--- src/rtl/sync_status_fifo.sv ---
// sync_status_fifo: single-clock FIFO that reports its occupancy (level,
// full, empty, almost_full, almost_empty) and keeps sticky overflow and
// underflow flags.
// Optional build macro SYNC_STATUS_FIFO_FWFT_EN switches read_data to
// first-word-fall-through. Without the macro, read_data is registered and
// updates one cycle after a pop.
// The flags are decoded from the registered level only, so no input has a
// combinational path to them.
module sync_status_fifo #(
    parameter int DATA_WIDTH         = 4,
    parameter int ADDRESS_WIDTH      = 5,
    parameter int ALMOST_FULL_LEVEL  = 28,
    parameter int ALMOST_EMPTY_LEVEL = 4
) (
    input  logic                     clk,
    input  logic                     rst_n,
    input  logic [DATA_WIDTH-1:0]    write_data,
    input  logic                     write_increment,
    input  logic                     read_increment,
    input  logic                     clear_errors,
    output logic [DATA_WIDTH-1:0]    read_data,
    output logic                     full,
    output logic                     empty,
    output logic                     almost_full,
    output logic                     almost_empty,
    output logic [ADDRESS_WIDTH:0]   level,
    output logic                     overflow,
    output logic                     underflow
);

    localparam int DEPTH = 1 << ADDRESS_WIDTH;
    localparam int LW    = ADDRESS_WIDTH + 1;
    localparam int AW    = ADDRESS_WIDTH;

    localparam logic [LW-1:0] LVL_FULL = LW'(DEPTH);
    localparam logic [LW-1:0] LVL_AF   = LW'(ALMOST_FULL_LEVEL);
    localparam logic [LW-1:0] LVL_AE   = LW'(ALMOST_EMPTY_LEVEL);
    localparam logic [LW-1:0] LVL_ONE  = LW'(1);
    localparam logic [AW-1:0] PTR_ONE  = AW'(1);

    logic [DATA_WIDTH-1:0] mem_q [DEPTH];

    logic [AW-1:0] wr_ptr_q, wr_ptr_d;
    logic [AW-1:0] rd_ptr_q, rd_ptr_d;
    logic [LW-1:0] level_q, level_d;
    logic          overflow_q, overflow_d;
    logic          underflow_q, underflow_d;
    logic          wr_acc;
    logic          rd_acc;

    assign level        = level_q;
    assign full         = (level_q == LVL_FULL);
    assign empty        = (level_q == '0);
    assign almost_full  = (level_q >= LVL_AF);
    assign almost_empty = (level_q <= LVL_AE);
    assign overflow     = overflow_q;
    assign underflow    = underflow_q;

    // Work out which accesses are accepted, then the next pointers, level and error flags.
    // Because the pointers are exactly ADDRESS_WIDTH bits, they wrap naturally at DEPTH.
    // The level counter is what separates a full FIFO from an empty one.
    always_comb begin
        wr_acc      = write_increment & ~full;
        rd_acc      = read_increment & ~empty;
        wr_ptr_d    = wr_ptr_q;
        rd_ptr_d    = rd_ptr_q;
        level_d     = level_q;
        overflow_d  = overflow_q;
        underflow_d = underflow_q;

        if (wr_acc) wr_ptr_d = wr_ptr_q + PTR_ONE;
        if (rd_acc) rd_ptr_d = rd_ptr_q + PTR_ONE;

        case ({wr_acc, rd_acc})
            2'b10:   level_d = level_q + LVL_ONE;
            2'b01:   level_d = level_q - LVL_ONE;
            default: level_d = level_q;
        endcase

        // Setting a flag takes priority over clear_errors on the same edge.
        if (write_increment & full)  overflow_d = 1'b1;
        else if (clear_errors)       overflow_d = 1'b0;

        if (read_increment & empty)  underflow_d = 1'b1;
        else if (clear_errors)       underflow_d = 1'b0;
    end

    // Register the pointers, the level and the sticky error flags.
    always_ff @(posedge clk or negedge rst_n) begin
        if (!rst_n) begin
            wr_ptr_q    <= '0;
            rd_ptr_q    <= '0;
            level_q     <= '0;
            overflow_q  <= 1'b0;
            underflow_q <= 1'b0;
        end else begin
            wr_ptr_q    <= wr_ptr_d;
            rd_ptr_q    <= rd_ptr_d;
            level_q     <= level_d;
            overflow_q  <= overflow_d;
            underflow_q <= underflow_d;
        end
    end

    // The storage array is deliberately left out of reset.
    // empty=1 after reset, so stale words cannot be read.
    always_ff @(posedge clk) begin
        if (wr_acc) mem_q[wr_ptr_q] <= write_data;
    end

`ifdef SYNC_STATUS_FIFO_FWFT_EN
    // The head word shows on read_data whenever the FIFO holds data.
    // It is forced to zero while empty, so reset also clears it at once.
    assign read_data = empty ? '0 : mem_q[rd_ptr_q];
`else
    logic [DATA_WIDTH-1:0] rd_data_q, rd_data_d;

    // Capture the head word on an accepted pop; hold the value otherwise.
    always_comb begin
        rd_data_d = rd_data_q;
        if (rd_acc) rd_data_d = mem_q[rd_ptr_q];
    end

    // Registered read port.
    always_ff @(posedge clk or negedge rst_n) begin
        if (!rst_n) rd_data_q <= '0;
        else        rd_data_q <= rd_data_d;
    end

    assign read_data = rd_data_q;
`endif

endmodule

--- config.mk ---
export PLATFORM = sky130hd
export DESIGN_NAME = sync_status_fifo
export DESIGN_NICKNAME = d
export VERILOG_FILES = /design/src/rtl/sync_status_fifo.sv
export SDC_FILE = /design/constraint.sdc
export NUM_CORES = 1
export LEC_CHECK = 0
export BUFFER_PORTS_ARGS = -buffer_cell sky130_fd_sc_hd__buf_2
export CAP_MARGIN = 20
export CORE_ASPECT_RATIO = 1.2
export CORE_MARGIN = 2
export CORE_UTILIZATION = 61
export CTS_CLUSTER_DIAMETER = 150
export DETAILED_ROUTE_END_ITERATION = 12
export MAX_ROUTING_LAYER = met4
export PLACE_DENSITY = 0.85
export SLEW_MARGIN = 20
export SYNTH_ARGS = -nofsm -noshare
export SYNTH_HDL_FRONTEND = slang
export SYNTH_SLANG_ARGS = --single-unit
export TNS_END_PERCENT = 5
--- constraint.sdc ---
create_clock -name clk -period 3.1 [get_ports clk]
set_clock_uncertainty 0.05 [all_clocks]
set_input_delay 0.62 -clock clk [delete_from_list [all_inputs] [get_ports clk]]
set_output_delay 0.62 -clock clk [all_outputs]
set_load 0.02 [all_outputs]
-- After elaboration in Yosys (flattened, before gate mapping)
Memory sizes are Yosys's and may differ from the RTL's. A register that Yosys moved wholly into a read port is not among the register bits.
Cells that the tools add are included.
- register bits after elaboration: 18
- latch bits: 0
- memory bits (writable): 128
- ROM bits: 0
- input bits: 9
- output and inout bits: 16
- logic and storage cells: 32
- memories: 1
- memory list (name ; depth ; bits a word ; read ports ; clocked after Yosys merged registers in ; wr ports ; line ; RTL):
    mem_q ; 32 ; 4 ; 1 ; 1 ; 1 ; 41 ; logic [DATA_WIDTH-1:0] mem_q [DEPTH];
- add/sub/neg operators: 4
- $mul: 0
- divide/modulo/power cells: 0
- $lt $le $gt $ge: 2
- equality and inequality tests: 3
- shift operators: 0
- muxes and demuxes: 6
- bitwise gates (word level): 6
- reductions and logical operators: 5
- operator list (kind ; count):
    one-hot mux 6 bit (2 select lines) ; 1
    adder 5 x 1 -> 5 bit, second input constant ; 2
    adder 6 x 1 -> 6 bit, second input constant ; 1
    == test 6 bit, second input constant ; 1
    greater-or-equal comparator 6 x 5 -> 1 bit, second input constant ; 1
    less-or-equal comparator 6 x 3 -> 1 bit, second input constant ; 1
    logical NOT 6 bit ; 1
    nonzero test 2 bit ; 3
    subtractor 6 x 1 -> 6 bit, second input constant ; 1
    two-way mux 1 bit ; 5
    bitwise AND 1 bit ; 4
    == test 2 x 1 -> 1 bit, second input constant ; 1
    == test 2 bit, second input constant ; 1
    NOT 1 bit ; 2
    logical NOT 1 bit ; 1

-- Depth between registers and ports, before layout
Gate-level depths: netlist (run 1).
- depth after elaboration: 5
- depth in mapped cells: 13
- depth with buffers taken out: 11

-- Worst setup path before layout (run 1)
Ideal clock, no wire load.
- path type: flip-flop to flip-flop
- from: register level_q[3], in the netlist level[3]
- to: register level_q[4], in the netlist level[4]
- setup time: 0.135 ns
- data arrival time: 2.729 ns
- required time: 2.915 ns
- setup slack: 0.186 ns
- stages on the path, launching flop included: 14
- clock period less this slack: 2.914 ns
- cells stage by stage: dfrtp_1 > buf_6 > or3_4 > o41a_4 > buf_6 > ha_1 > clkbuf_1 > xor2_1 > ha_1 > inv_1 > nor3b_1 > o21ai_0 > a21oi_1 > xor2_1
- longest elaborated chain between the ends: 5
- ends and longest elaborated chain (what ; line ; RTL):
    from (decl) ; 45 ; logic [LW-1:0] level_q, level_d;
    from (signal assigned) ; 99 ; level_q <= level_d;
    logical NOT 6 bit (*) ; 53 ; assign empty = (level_q == '0);
    NOT 1 bit (*) ; 64 ; rd_acc = read_increment & ~empty;
    bitwise AND 1 bit (*) ; 64 ;
    net rd_acc ; 49 ; logic rd_acc;
    == test 2 x 1 -> 1 bit or == test 2 bit (tied branches) ; 74 ; case ({wr_acc, rd_acc})
    one-hot mux 6 bit (2 select lines) or nonzero test 2 bit (tied branches) ; - ;
Mark *: on every way through the listed nets, which the timed path passes. The rest lies on a longest branch.
A chain may end at the register's enable or synchronous reset.

-- Worst setup path in the final report (run 1)
- from: register level_q[2], in the netlist level[2]
- to: register level_q[4], in the netlist level[4]
- longest elaborated chain between the ends: 5
- ends and longest elaborated chain (what ; line):
    == test 6 bit or logical NOT 6 bit (tied branches) ; 52, 53
    NOT 1 bit (on tied branches) ; 63, 64
    bitwise AND 1 bit (on tied branches) ; 63, 64
    == test 2 x 1 -> 1 bit or == test 2 bit (tied branches) ; 74
    one-hot mux 6 bit (2 select lines) or nonzero test 2 bit (tied branches) ; -
Several ways; a longest one is shown, not always the timed one.

==> results.md, run 1 <==
* Die height at 116.7 um
* Final period util at 0.9295
* Reg2reg start: level[2]$_DFFE_PN0P_
* Initial DRC Count at 382
* Synth top area share at 0.5956
* Site Rows at 41
* Final hold viol count at 0
* Grt peak-use layer: met2
* Met2 GRT Util at 0.3849
* Residual DRC at 0
* Synthesized Nets at 417
* Cell taking the most area after synthesis: edfxtp_1
* Crit-path max FO at 17
* Syn Area/Cell at 16.13 sq um
* Min-delay worst type: in2async
* Area contributors post-synth: edfxtp_1, dfrtp_1, mux4_2, mux2_2, nor2_1
* Critical path startpoint category: flop
* Total grt overflow at 0
* Crit path kind: reg2reg
* Drt pass-1 iters at 6
* Worst setup EP type: flop
* YS warnings at 0
* CTS Root Cell: clkbuf_16
* Setup Fix Bufs, Post-CTS at 0
* Static leakage at 2.491 nW
* Largest net degree at the start of global routing at 33
* Max-capacitance violation count at 0
* Total GRT Usage at 0.2424
* Seq/Total Area, Yosys at 0.6809
* Top-count cell post-synth: edfxtp_1
* Clock Path Buffers at 2
* Max Clk Rate at 0.3470 GHz
* Final setup fails at 0
* Worst vdd ir at 504.1 uV
* Sw Pwr at 2.184 mW
* Int Power at 4.620 mW
* Async SR Flop Fraction at 0.1467
* Crit path arrival time at 3.17 ns
* Worst Path Required at 3.39 ns
* Die Span X at 97.90 um
* CTS Hold Bufs at 0
* Dominant synthesized flop cell: edfxtp_1
* Total die area at 11,420 sq um
* Post-synth top cells: edfxtp_1, nor2_1, mux2_2, dfrtp_1, nand2_1
* Core ar. at 10,410 sq um
* Vias in the first global route at 3,657
* DP Wirelength at 7768 um
* IO buf count at 24
* CP Launch Point: level[2]$_DFFE_PN0P_
* Comb power frac at 0.287
* Via Count at 3,621
* Antenna violations before repair at 0
* NumNets Final at 444
* Io pins at 25
* Slew @ Worst Pin at 0.6501 ns
* Worst skew pair latency at 0.42 ns
* Starting Density at 0.6197
* Post-synthesis sequential element count at 150
* Post-CTS sizing at 0
* Post-synthesis cell type count at 49
* Sw Share at 0.3210
* Synthesized cell area at 6454 sq um
* CTS tree: yes
* Mapped Cells at 400
* Slowest stage delay, CP at 0.50 ns
* Relative slew slack at 0.5554
* Avg WL per Cell at 22.06 um
* Global Route met3 Usage at 0.07540
* CTS clk-pin slew, worst paths at 0.06 ns
* P&R area growth vs syn at 11.94%
* Pwr dens at 941.8 nW/um^2
* Final ANT Viol Nets at 0
* First-pass GRT wire length at 19,740 um
* CTS buffer count at 17
* Number of enable flip-flop cells after synthesis at 128
* RSZ-0062 raised after global routing: false
* Setup TNS at 0 ns
* Finished Core Util at 0.6937
* Inserted Diodes at 0
* Seq pwr share at 0.413
* Vias/cell at 6.364
* Final min period at 2.881 ns
* Power share of the clock group at 0.300
* Fraction of layout cells with a size suffix above 1 at 0.2659
* Slew Limit Fails at 0
* Status: finished, final reports clean
* Final WL at 12,550 um
* Worst-path cell chain: or3_4 > o41a_4 > ha_1 > xor2_1 > ha_1 > inv_1 > nor3b_1 > o21ai_0 > a21oi_1 > xor2_1
* Routability cong. at 0.9082
* CP max stage cell: dfrtp_1
* Clk sinks at 150
* H-tree Lvls at 4
* Grt met1 use at 0.2926
critical path, delay by kind of cell, from the launching register on:
| family | cells | cell delay, ns |
|---|---|---|
| AOI/OAI and AO/OA | 3 | 0.73 |
| xor gates and xnor gates | 2 | 0.33 |
| adders and majority gates | 2 | 0.53 |
| and+or+nand+nor | 2 | 0.59 |
| DFF | 1 | 0.50 |
| buffers and inverters | 1 | 0.06 |
power groups by stage:
| stage | Sequential [mW] | Clock (mW) | Combinational [mW] |
|---|---|---|---|
| 2_1_floorplan | 2.66 | 0 | 1.61 |
| 4_1_cts | 2.79 | 2.05 | 1.95 |
| 3_3_place_gp | 2.80 | 0 | 1.87 |
| 3_5_place_dp | 2.83 | 0 | 1.92 |
| 5_1_grt | 2.83 | 2.14 | 2.12 |
| 6_report | 2.81 | 2.04 | 1.96 |
state kept, by name, summed over array words and instances (netlist names):
name       count
level          6
mem_q        128
underflow      1
overflow       1
read_data      4
wr_ptr_q       5
rd_ptr_q       5
path summary, 6_finish.rpt:
check	end	slack, ns	cells past startpoint
worst min-delay path	overflow$_DFFE_PN0P_	0.11	1
worst min register to register	overflow$_DFFE_PN0P_	0.47	2
max in group asynchronous	rd_ptr_q[1]$_DFFE_PN0P_	2.53	1
worst max-delay path	level[4]$_DFFE_PN0P_	0.22	10
worst max register to register	level[4]$_DFFE_PN0P_	0.22	10
min in group clk	overflow$_DFFE_PN0P_	0.36	2
cell type report:
class	instances	area, sq um
well taps	129	161.4
multi-input cells	217	1854
fillers	669	3189
inverters	9	33.78
clock buffers	23	457.9
repair buffers	32	192.7
flip-flops and latches	150	4395
clock inverters	9	128.9
kinds of logic after synthesis:
group,count (synthesis),synth area share
muxes,57,0.1295
buffers and inverters,33,0.03179
and+or+nand+nor,97,0.07406
AOI/OAI and AO/OA,40,0.04789
DFF,150,0.6809
xor gates and xnor gates,15,0.02036
adders and majority gates,8,0.01551
placed cells by master, fill, tap and decap left out, types with 4 or more instances in the layout:
master        n
nor2_1       43
mux4_2       18
buf_4         7
clkbuf_16    17
xnor2_1       7
nand2_1      20
dfrtp_1      21
a2111oi_0     4
buf_2        24
nor3b_1       5
mux2_2       31
mux2i_1       7
clkbuf_1      5
ha_1          8
o21ai_0       7
a22oi_1       6
xor2_1        8
inv_1         9
clkinvlp_4    4
edfxtp_1    128
per-stage QoR:
step	cells	power, mW	hold WS [ns]	instance area (sq um)	worst slack [ns]
after CTS	569	6.801	0.1134	7224	0.2348
after global placement	537	4.671	0.4592	6638	0.3343
after floorplan	400	4.270	0.2744	6454	0.1862
final	569	6.804	0.1099	7224	0.2185
after detailed placement	537	4.752	0.4655	6638	0.2453
after global routing	569	7.090	0.1352	7224	0.04601
metal layers:
layer,routed length [um],vias up,part of all wire
met5,0,-,0
met4,171,0,0.014
met3,876,14,0.070
met2,6457,173,0.51
met1,5049,1845,0.40
li1,-,1589,-
No activity file was read; power rests on OpenSTA's default activity.
==> inputs of run 2 (changes only) <==
==> constraint.sdc (replaced) <==
create_clock -name clk -period 3.1 [get_ports clk]
set_clock_uncertainty 0.05 [all_clocks]
set_input_delay 0.31 -clock clk [delete_from_list [all_inputs] [get_ports clk]]
set_output_delay 0.31 -clock clk [all_outputs]
set_load 0.02 [all_outputs]
==> run 2 against run 1 <==
Design area up 0.36%. Total power up 0.58%. Worst hold slack worse by 0.067 ns. Die area unchanged. Utilization up 0.25 points. Clock power up 2%. Setup slack worse by 0.074 ns. Cell count down 0.18%. Highest routed layer unchanged.
==> results.md, run 2 (same netlist as run 1, synthesis figures left out) <==
* H-tree Lvls at 4 (unchanged)
* CTS Root Cell: clkbuf_16
* Io pins at 25 (unchanged)
* Critical path startpoint category: flop
* Worst Path Required at 3.40 ns (about the same)
* Total die area at 11,420 sq um (unchanged)
* CTS tree: yes
* Routability cong. at 0.9408 (+3.6%)
* Die Span X at 97.90 um (unchanged)
* Finished Layout Cells at 568 (-0.18%)
* Slew @ Worst Pin at 0.7476 ns (+0.09746 ns)
* Final min period at 2.955 ns (+0.07392 ns)
* Avg WL per Cell at 22.38 um (+1.4%)
* Setup TNS at 0 ns (unchanged)
* Dpl ws at 0.2217 ns (-0.02355 ns)
* Max Clk Rate at 0.3384 GHz (-2.5%)
* Final ANT Viol Nets at 0 (unchanged)
* Drt pass-1 iters at 5 (-1)
* Residual DRC at 0 (unchanged)
* Site Rows at 41 (unchanged)
* Worst skew pair latency at 0.42 ns (about the same)
* Commonest non-fill, non-tap cells in the layout: edfxtp_1, nor2_1, mux2_2
* Crit-path max FO at 17 (unchanged)
* Clock Path Buffers at 2 (unchanged)
* Total GRT Usage at 0.2427 (+0.0003636)
* Vias in the first global route at 3,664 (+0.19%)
* Sw Pwr at 2.209 mW (+1.1%)
* Final hold viol count at 0 (unchanged)
* Comb power frac at 0.280 (-0.007)
* Status: finished, final reports clean
* Min-delay worst type: in2reg
* Int Power at 4.635 mW (+0.32%)
* Largest net degree at the start of global routing at 33 (unchanged)
* Crit path kind: reg2reg
* Largest Register: mem_q
* First-pass GRT wire length at 19,780 um (+0.21%)
* Worst vdd ir at 460.9 uV (-8.6%)
* Max-capacitance violation count at 0 (unchanged)
* Dpl cells at 535 (-0.37%)
* Relative slew slack at 0.5016 (-0.05377)
* Sw Share at 0.3228 (+0.001788)
* Final setup fails at 0 (unchanged)
* Vias/cell at 6.326 (-0.60%)
* RSZ-0062 raised after global routing: false
* Final WS setup at 0.1446 ns (-0.07392 ns)
* Crit path arrival time at 3.25 ns (+0.08 ns)
* Pwr dens at 943.9 nW/um^2 (+0.22%)
* Fraction of layout cells with a size suffix above 1 at 0.2711 (+0.005162)
* Setup Fix Bufs, Post-CTS at 0 (unchanged)
* Worst-path cell chain: or3_4 > o41a_4 > ha_2 > xor2_1 > ha_1 > inv_1 > nor3b_1 > o21ai_0 > a21oi_1 > xor2_1
* Static leakage at 2.519 nW (+1.1%)
* Final period util at 0.9533 (+0.02385)
* Via Count at 3,593 (-0.77%)
* Commonest non-fill, non-tap cell in the layout: edfxtp_1
* NumNets Final at 443 (-0.23%)
* Seq pwr share at 0.416 (+0.003)
* P&R area growth vs syn at 12.35%
* Max reg flops at 128 (unchanged)
* CP max stage cell: dfrtp_1
* IO buf count at 24 (unchanged)
* Starting Density at 0.6197 (unchanged)
* Final WL at 12,710 um (+1.3%)
* Power share of the clock group at 0.304 (+0.004)
* CTS buffer count at 17 (unchanged)
* CTS clk-pin slew, worst paths at 0.06 ns (about the same)
* Slowest stage delay, CP at 0.48 ns (-0.02 ns)
* Total grt overflow at 0 (unchanged)
* DP Wirelength at 7792 um (+0.31%)
* Top delay family on crit path: compound AO/OA/AOI/OAI gates
* Tot Pwr at 6.844 mW (+0.58%)
* Die height at 116.7 um (unchanged)
* Slew Limit Fails at 0 (unchanged)
* Critical path buffers and inverters at 1 (unchanged)
* Antenna violations before repair at 0 (unchanged)
* Critical path's most frequent cell: xor2_1
* Finished Core Util at 0.6963 (+0.002523)
* Core ar. at 10,410 sq um (unchanged)
* Clk sinks at 150 (unchanged)
* Inserted Diodes at 0 (unchanged)
* Initial DRC Count at 464 (+21%)
* Worst setup EP type: flop
## run 2: final cells by class
| class | count | area (sq um) |
|---|---|---|
| sequential | 150 | 4395 |
| fill | 621 | 3163 |
| multi-input combinational | 217 | 1857 |
| clock buffer | 24 | 536.8 |
| timing repair buffer | 31 | 187.7 |
| tap | 129 | 161.4 |
| clock inverter | 8 | 78.83 |
| inverter | 9 | 33.78 |
## run 2: layer usage
metal / share of wire / global-route usage / vias up
li1: - / - / 1592
met1: 0.41 / 0.2981 / 1827
met2: 0.51 / 0.3932 / 145
met3: 0.053 / 0.05625 / 29
met4: 0.026 / 0.1037 / 0
met5: 0 / - / -
## run 2: worst paths after layout
check,start,end,slack [ns],cells past startpoint
setup / recovery,level[3]$_DFFE_PN0P_,level[4]$_DFFE_PN0P_,0.14,10
hold / removal,clear_errors,overflow$_DFFE_PN0P_,0.04,2
setup reg to reg,level[3]$_DFFE_PN0P_,level[4]$_DFFE_PN0P_,0.14,10
hold reg to reg,overflow$_DFFE_PN0P_,overflow$_DFFE_PN0P_,0.47,2
max in group asynchronous,rst_n,rd_ptr_q[1]$_DFFE_PN0P_,2.29,2
min in group asynchronous,rst_n,overflow$_DFFE_PN0P_,0.33,2
## run 2: what timing repair did
action                                  in CTS  in global routing
endpoints found under the setup margin       0                  2
hold endpoints to repair                    22                  0
gates resized for setup                      0                  1
hold buffers                                 1                  0
## run 2: metrics by stage
step	hold slack [ns]	area (sq um)
floorplan	-0.03559	6454
global placement	0.2458	6623
detailed placement	0.2598	6623
CTS	0.03249	7248
global route	0.04827	7251
finish	0.04280	7251
## run 2: power by group through the flow
stage | Combinational (mW) | Clock (mW) | Sequential (mW)
detailed placement | 1.87 | 0 | 2.87
global route | 2.05 | 2.18 | 2.88
finish | 1.92 | 2.08 | 2.84
CTS | 1.91 | 2.10 | 2.83
floorplan | 1.61 | 0 | 2.66
global placement | 1.81 | 0 | 2.84
## run 2: worst reg2reg max path, stage by stage (launching register included)
cell,delay (ns)
dfrtp_1,0.48
or3_4,0.45
o41a_4,0.47
ha_2,0.28
xor2_1,0.24
ha_1,0.23
inv_1,0.07
nor3b_1,0.17
o21ai_0,0.10
a21oi_1,0.19
xor2_1,0.16
==> inputs of run 3 (changes only) <==
Settings changed: ABC_AREA set to 1, CORE_UTILIZATION 61 to 62, PLACE_DENSITY 0.85 to 0.86.
==> run 3 against run 2 <==
Cell count rose by 49%. Routed wire length rose by 21%. Critical path depth grew 7. Critical path type unchanged. Critical endpoint unchanged. Largest cell class unchanged. Highest routed layer unchanged.
==> results.md, run 3 <==
* Status: finished, final reports clean
* Cell taking the most area after synthesis: edfxtp_1
* Residual DRC at 0 (unchanged)
* Pwr dens at 946.5 nW/um^2 (+0.28%)
* Final period util at 0.8837 (-0.06968)
* Final setup fails at 0 (unchanged)
* Commonest non-fill, non-tap cell in the layout: nand2_1
* Core ar. at 10,620 sq um (+2.0%)
* Max Clk Rate at 0.3650 GHz (+7.9%)
* Worst Path Required at 3.34 ns (-0.06 ns)
* Largest Register: mem_q
* Static leakage at 3.209 nW (+27%)
* Syn Area/Cell at 10.01 sq um (-38%)
* Worst setup EP type: flop
* Max-capacitance violation count at 0 (unchanged)
* Total GRT Usage at 0.2860 (+0.04326)
* Number of enable flip-flop cells after synthesis at 128 (unchanged)
* H-tree Lvls at 4 (unchanged)
* Starting Density at 0.6418 (+0.02208)
* RSZ-0062 raised after global routing: false
* Post-synth top cells: nand2_1, edfxtp_1, nand3_1, inv_1, nor2_1
* Top-count cell post-synth: nand2_1
* Io pins at 25 (unchanged)
* IO buf count at 24 (unchanged)
* Vias/cell at 5.767 (-8.8%)
* YS warnings at 0 (unchanged)
* Antenna violations before repair at 0 (unchanged)
* CTS buffer count at 17 (unchanged)
* Final WL at 15,440 um (+21%)
* Post-synthesis cell type count at 32 (-35%)
* Total grt overflow at 0 (unchanged)
* Worst skew pair latency at 0.42 ns (about the same)
* CTS Root Cell: clkbuf_16
* Min-delay worst type: in2reg
* Die height at 118.9 um (+1.9%)
* DP Wirelength at 9618 um (+23%)
* CTS clk-pin slew, worst paths at 0.06 ns (about the same)
* Hold_ws at 0.04905 ns (+0.006253 ns)
* Crit path arrival time at 2.98 ns (-0.27 ns)
* Critical path startpoint category: flop
* Slew Limit Fails at 0 (unchanged)
* Via Count at 4,873 (+36%)
* Site Rows at 41 (unchanged)
* Post-synthesis sequential element count at 150 (unchanged)
* Dominant synthesized flop cell: edfxtp_1
* Fraction of layout cells with a size suffix above 1 at 0.09497 (-0.1761)
* NumNets Final at 720 (+63%)
* Setup Fix Bufs, Post-CTS at 0 (unchanged)
* Crit-path max FO at 8 (-9)
* Max reg flops at 128 (unchanged)
* Avg WL per Cell at 18.27 um (-18%)
* Clk sinks at 150 (unchanged)
* P&R area growth vs syn at 10.81%
* Synthesized cell area at 6815 sq um (+5.6%)
* Seq/Total Area, Yosys at 0.6448 (-0.03613)
* Final hold viol count at 0 (unchanged)
* CTS tree: yes
* First-pass GRT wire length at 24,730 um (+25%)
* Finished Core Util at 0.7112 (+0.01494)
* Commonest non-fill, non-tap cells in the layout: nand2_1, edfxtp_1, nand3_1
* Synth top area share at 0.5640 (-0.03160)
* Largest net degree at the start of global routing at 62 (+88%)
* Total die area at 11,850 sq um (+3.8%)
* Die Span X at 99.71 um (+1.9%)
* Slew @ Worst Pin at 0.6898 ns (-0.05779 ns)
* Crit path kind: reg2reg
* Synthesized Nets at 698 (+67%)
* Initial DRC Count at 541 (+17%)
* Vias in the first global route at 4,909 (+34%)
* Mapped Cells at 681 (+70%)
* Inserted Diodes at 0 (unchanged)
* Setup TNS at 0 ns (unchanged)
* Async SR Flop Fraction at 0.1467 (unchanged)
* Worst vdd ir at 660.0 uV (+43%)
* Area contributors post-synth: edfxtp_1, nand2_1, dfrtp_1, nand3_1, inv_1
* Clock Path Buffers at 2 (unchanged)
* Routability cong. at 0.9439 (+0.33%)
* Drt pass-1 iters at 6 (+1)
* Final min period at 2.739 ns (-0.2160 ns)
* Fillers at 696 (+12%)
* Relative slew slack at 0.5401 (+0.03852)
* Final ANT Viol Nets at 0 (unchanged)
==> run 3: changes by cell type after synthesis, sizes merged, moves of 5 or more <==
cell	change
nand2	+191
nand3	+89
inv	+74
mux2	-32
nor2	+26
mux4	-18
o21ai	+9
mux2i	-7
a22oi	-6
a21oi	+5
nor3b	-5
==> run 3: cell type report <==
cell class / instances / area (sq um) / share of cell area
well taps: 129 / 161.4 / 0.02137
inverters: 85 / 321.6 / 0.04258
clock buffers: 21 / 440.4 / 0.05832
flip-flops and latches: 150 / 4395 / 0.5820
multi-input cells: 422 / 1933 / 0.2560
repair buffers: 27 / 145.1 / 0.01922
clock inverters: 11 / 155.1 / 0.02054
==> run 3: stage by stage <==
step                setup WS (ns)  total power [mW]  area [sq um]  cells
finish                     0.3606             7.148          7552    845
global route               0.1483             7.536          7552    845
CTS                        0.4070             7.106          7552    845
detailed placement         0.4380             5.009          6947    812
global placement           0.6382             4.885          6947    812
floorplan                  0.7182             4.461          6815    681
==> run 3: cells by family (layout without fill, tap and decap cells) <==
logic type,count (synthesis),after routing,share of synthesized area
simple gates,376,376,0.2321
flops,150,150,0.6448
xor+xnor,10,10,0.01285
compound gates,28,28,0.02405
buf+inv,109,144,0.07160
fa+ha+maj,8,8,0.01469
==> run 3: critical path, stage by stage, from the launching register on <==
cell and delay (ns):
dfrtp_1 0.43, nor2_2 0.18, nand3_2 0.12, inv_1 0.10, nand2_2 0.06, nand2_2 0.18
inv_2 0.13, ha_1 0.30, nand2_1 0.13, inv_1 0.05, nor2_2 0.11, ha_1 0.15
o21bai_1 0.15, nand3_1 0.14, nand2_1 0.10, nand2_1 0.06, nand3_1 0.07, o21ai_0 0.09
==> run 3: per-layer routing <==
layer / part of all wire / track usage
met5: 0 / -
met4: 0.025 / 0.1156
met3: 0.079 / 0.05575
met2: 0.53 / 0.4869
met1: 0.37 / 0.3336
==> run 3: path summary, 6_finish.rpt <==
| path | slack, ns | to | depth (start not counted) | startpoint |
|---|---|---|---|---|
| setup reg to reg | 0.36 | level[4]$_DFFE_PN0P_ | 17 | level[1]$_DFFE_PN0P_ |
| max in group asynchronous | 2.26 | rd_ptr_q[0]$_DFFE_PN0P_ | 2 | rst_n |
| min in group asynchronous | 0.35 | overflow$_DFFE_PN0P_ | 2 | rst_n |
| setup / recovery | 0.36 | level[4]$_DFFE_PN0P_ | 17 | level[1]$_DFFE_PN0P_ |
| hold reg to reg | 0.48 | read_data[2]$_DFFE_PN0P_ | 2 | read_data[2]$_DFFE_PN0P_ |
| hold / removal | 0.05 | underflow$_DFFE_PN0P_ | 2 | clear_errors |
==> run 3: repair_timing <==
action                                 in CTS  in global routing
setup endpoints to repair                   0                  0
gates resized for setup                     0                  0
endpoints found under the hold margin      22                  0
hold buffers                                1                  0
==> run 3: power breakdown <==
group          switching [mW]  leakage [nW]  internal, mW
Sequential              0.269          1.42          2.43
Combinational            1.66          1.50         0.693
Clock                   0.754         0.292          1.34
Total                    2.69          3.21          4.46
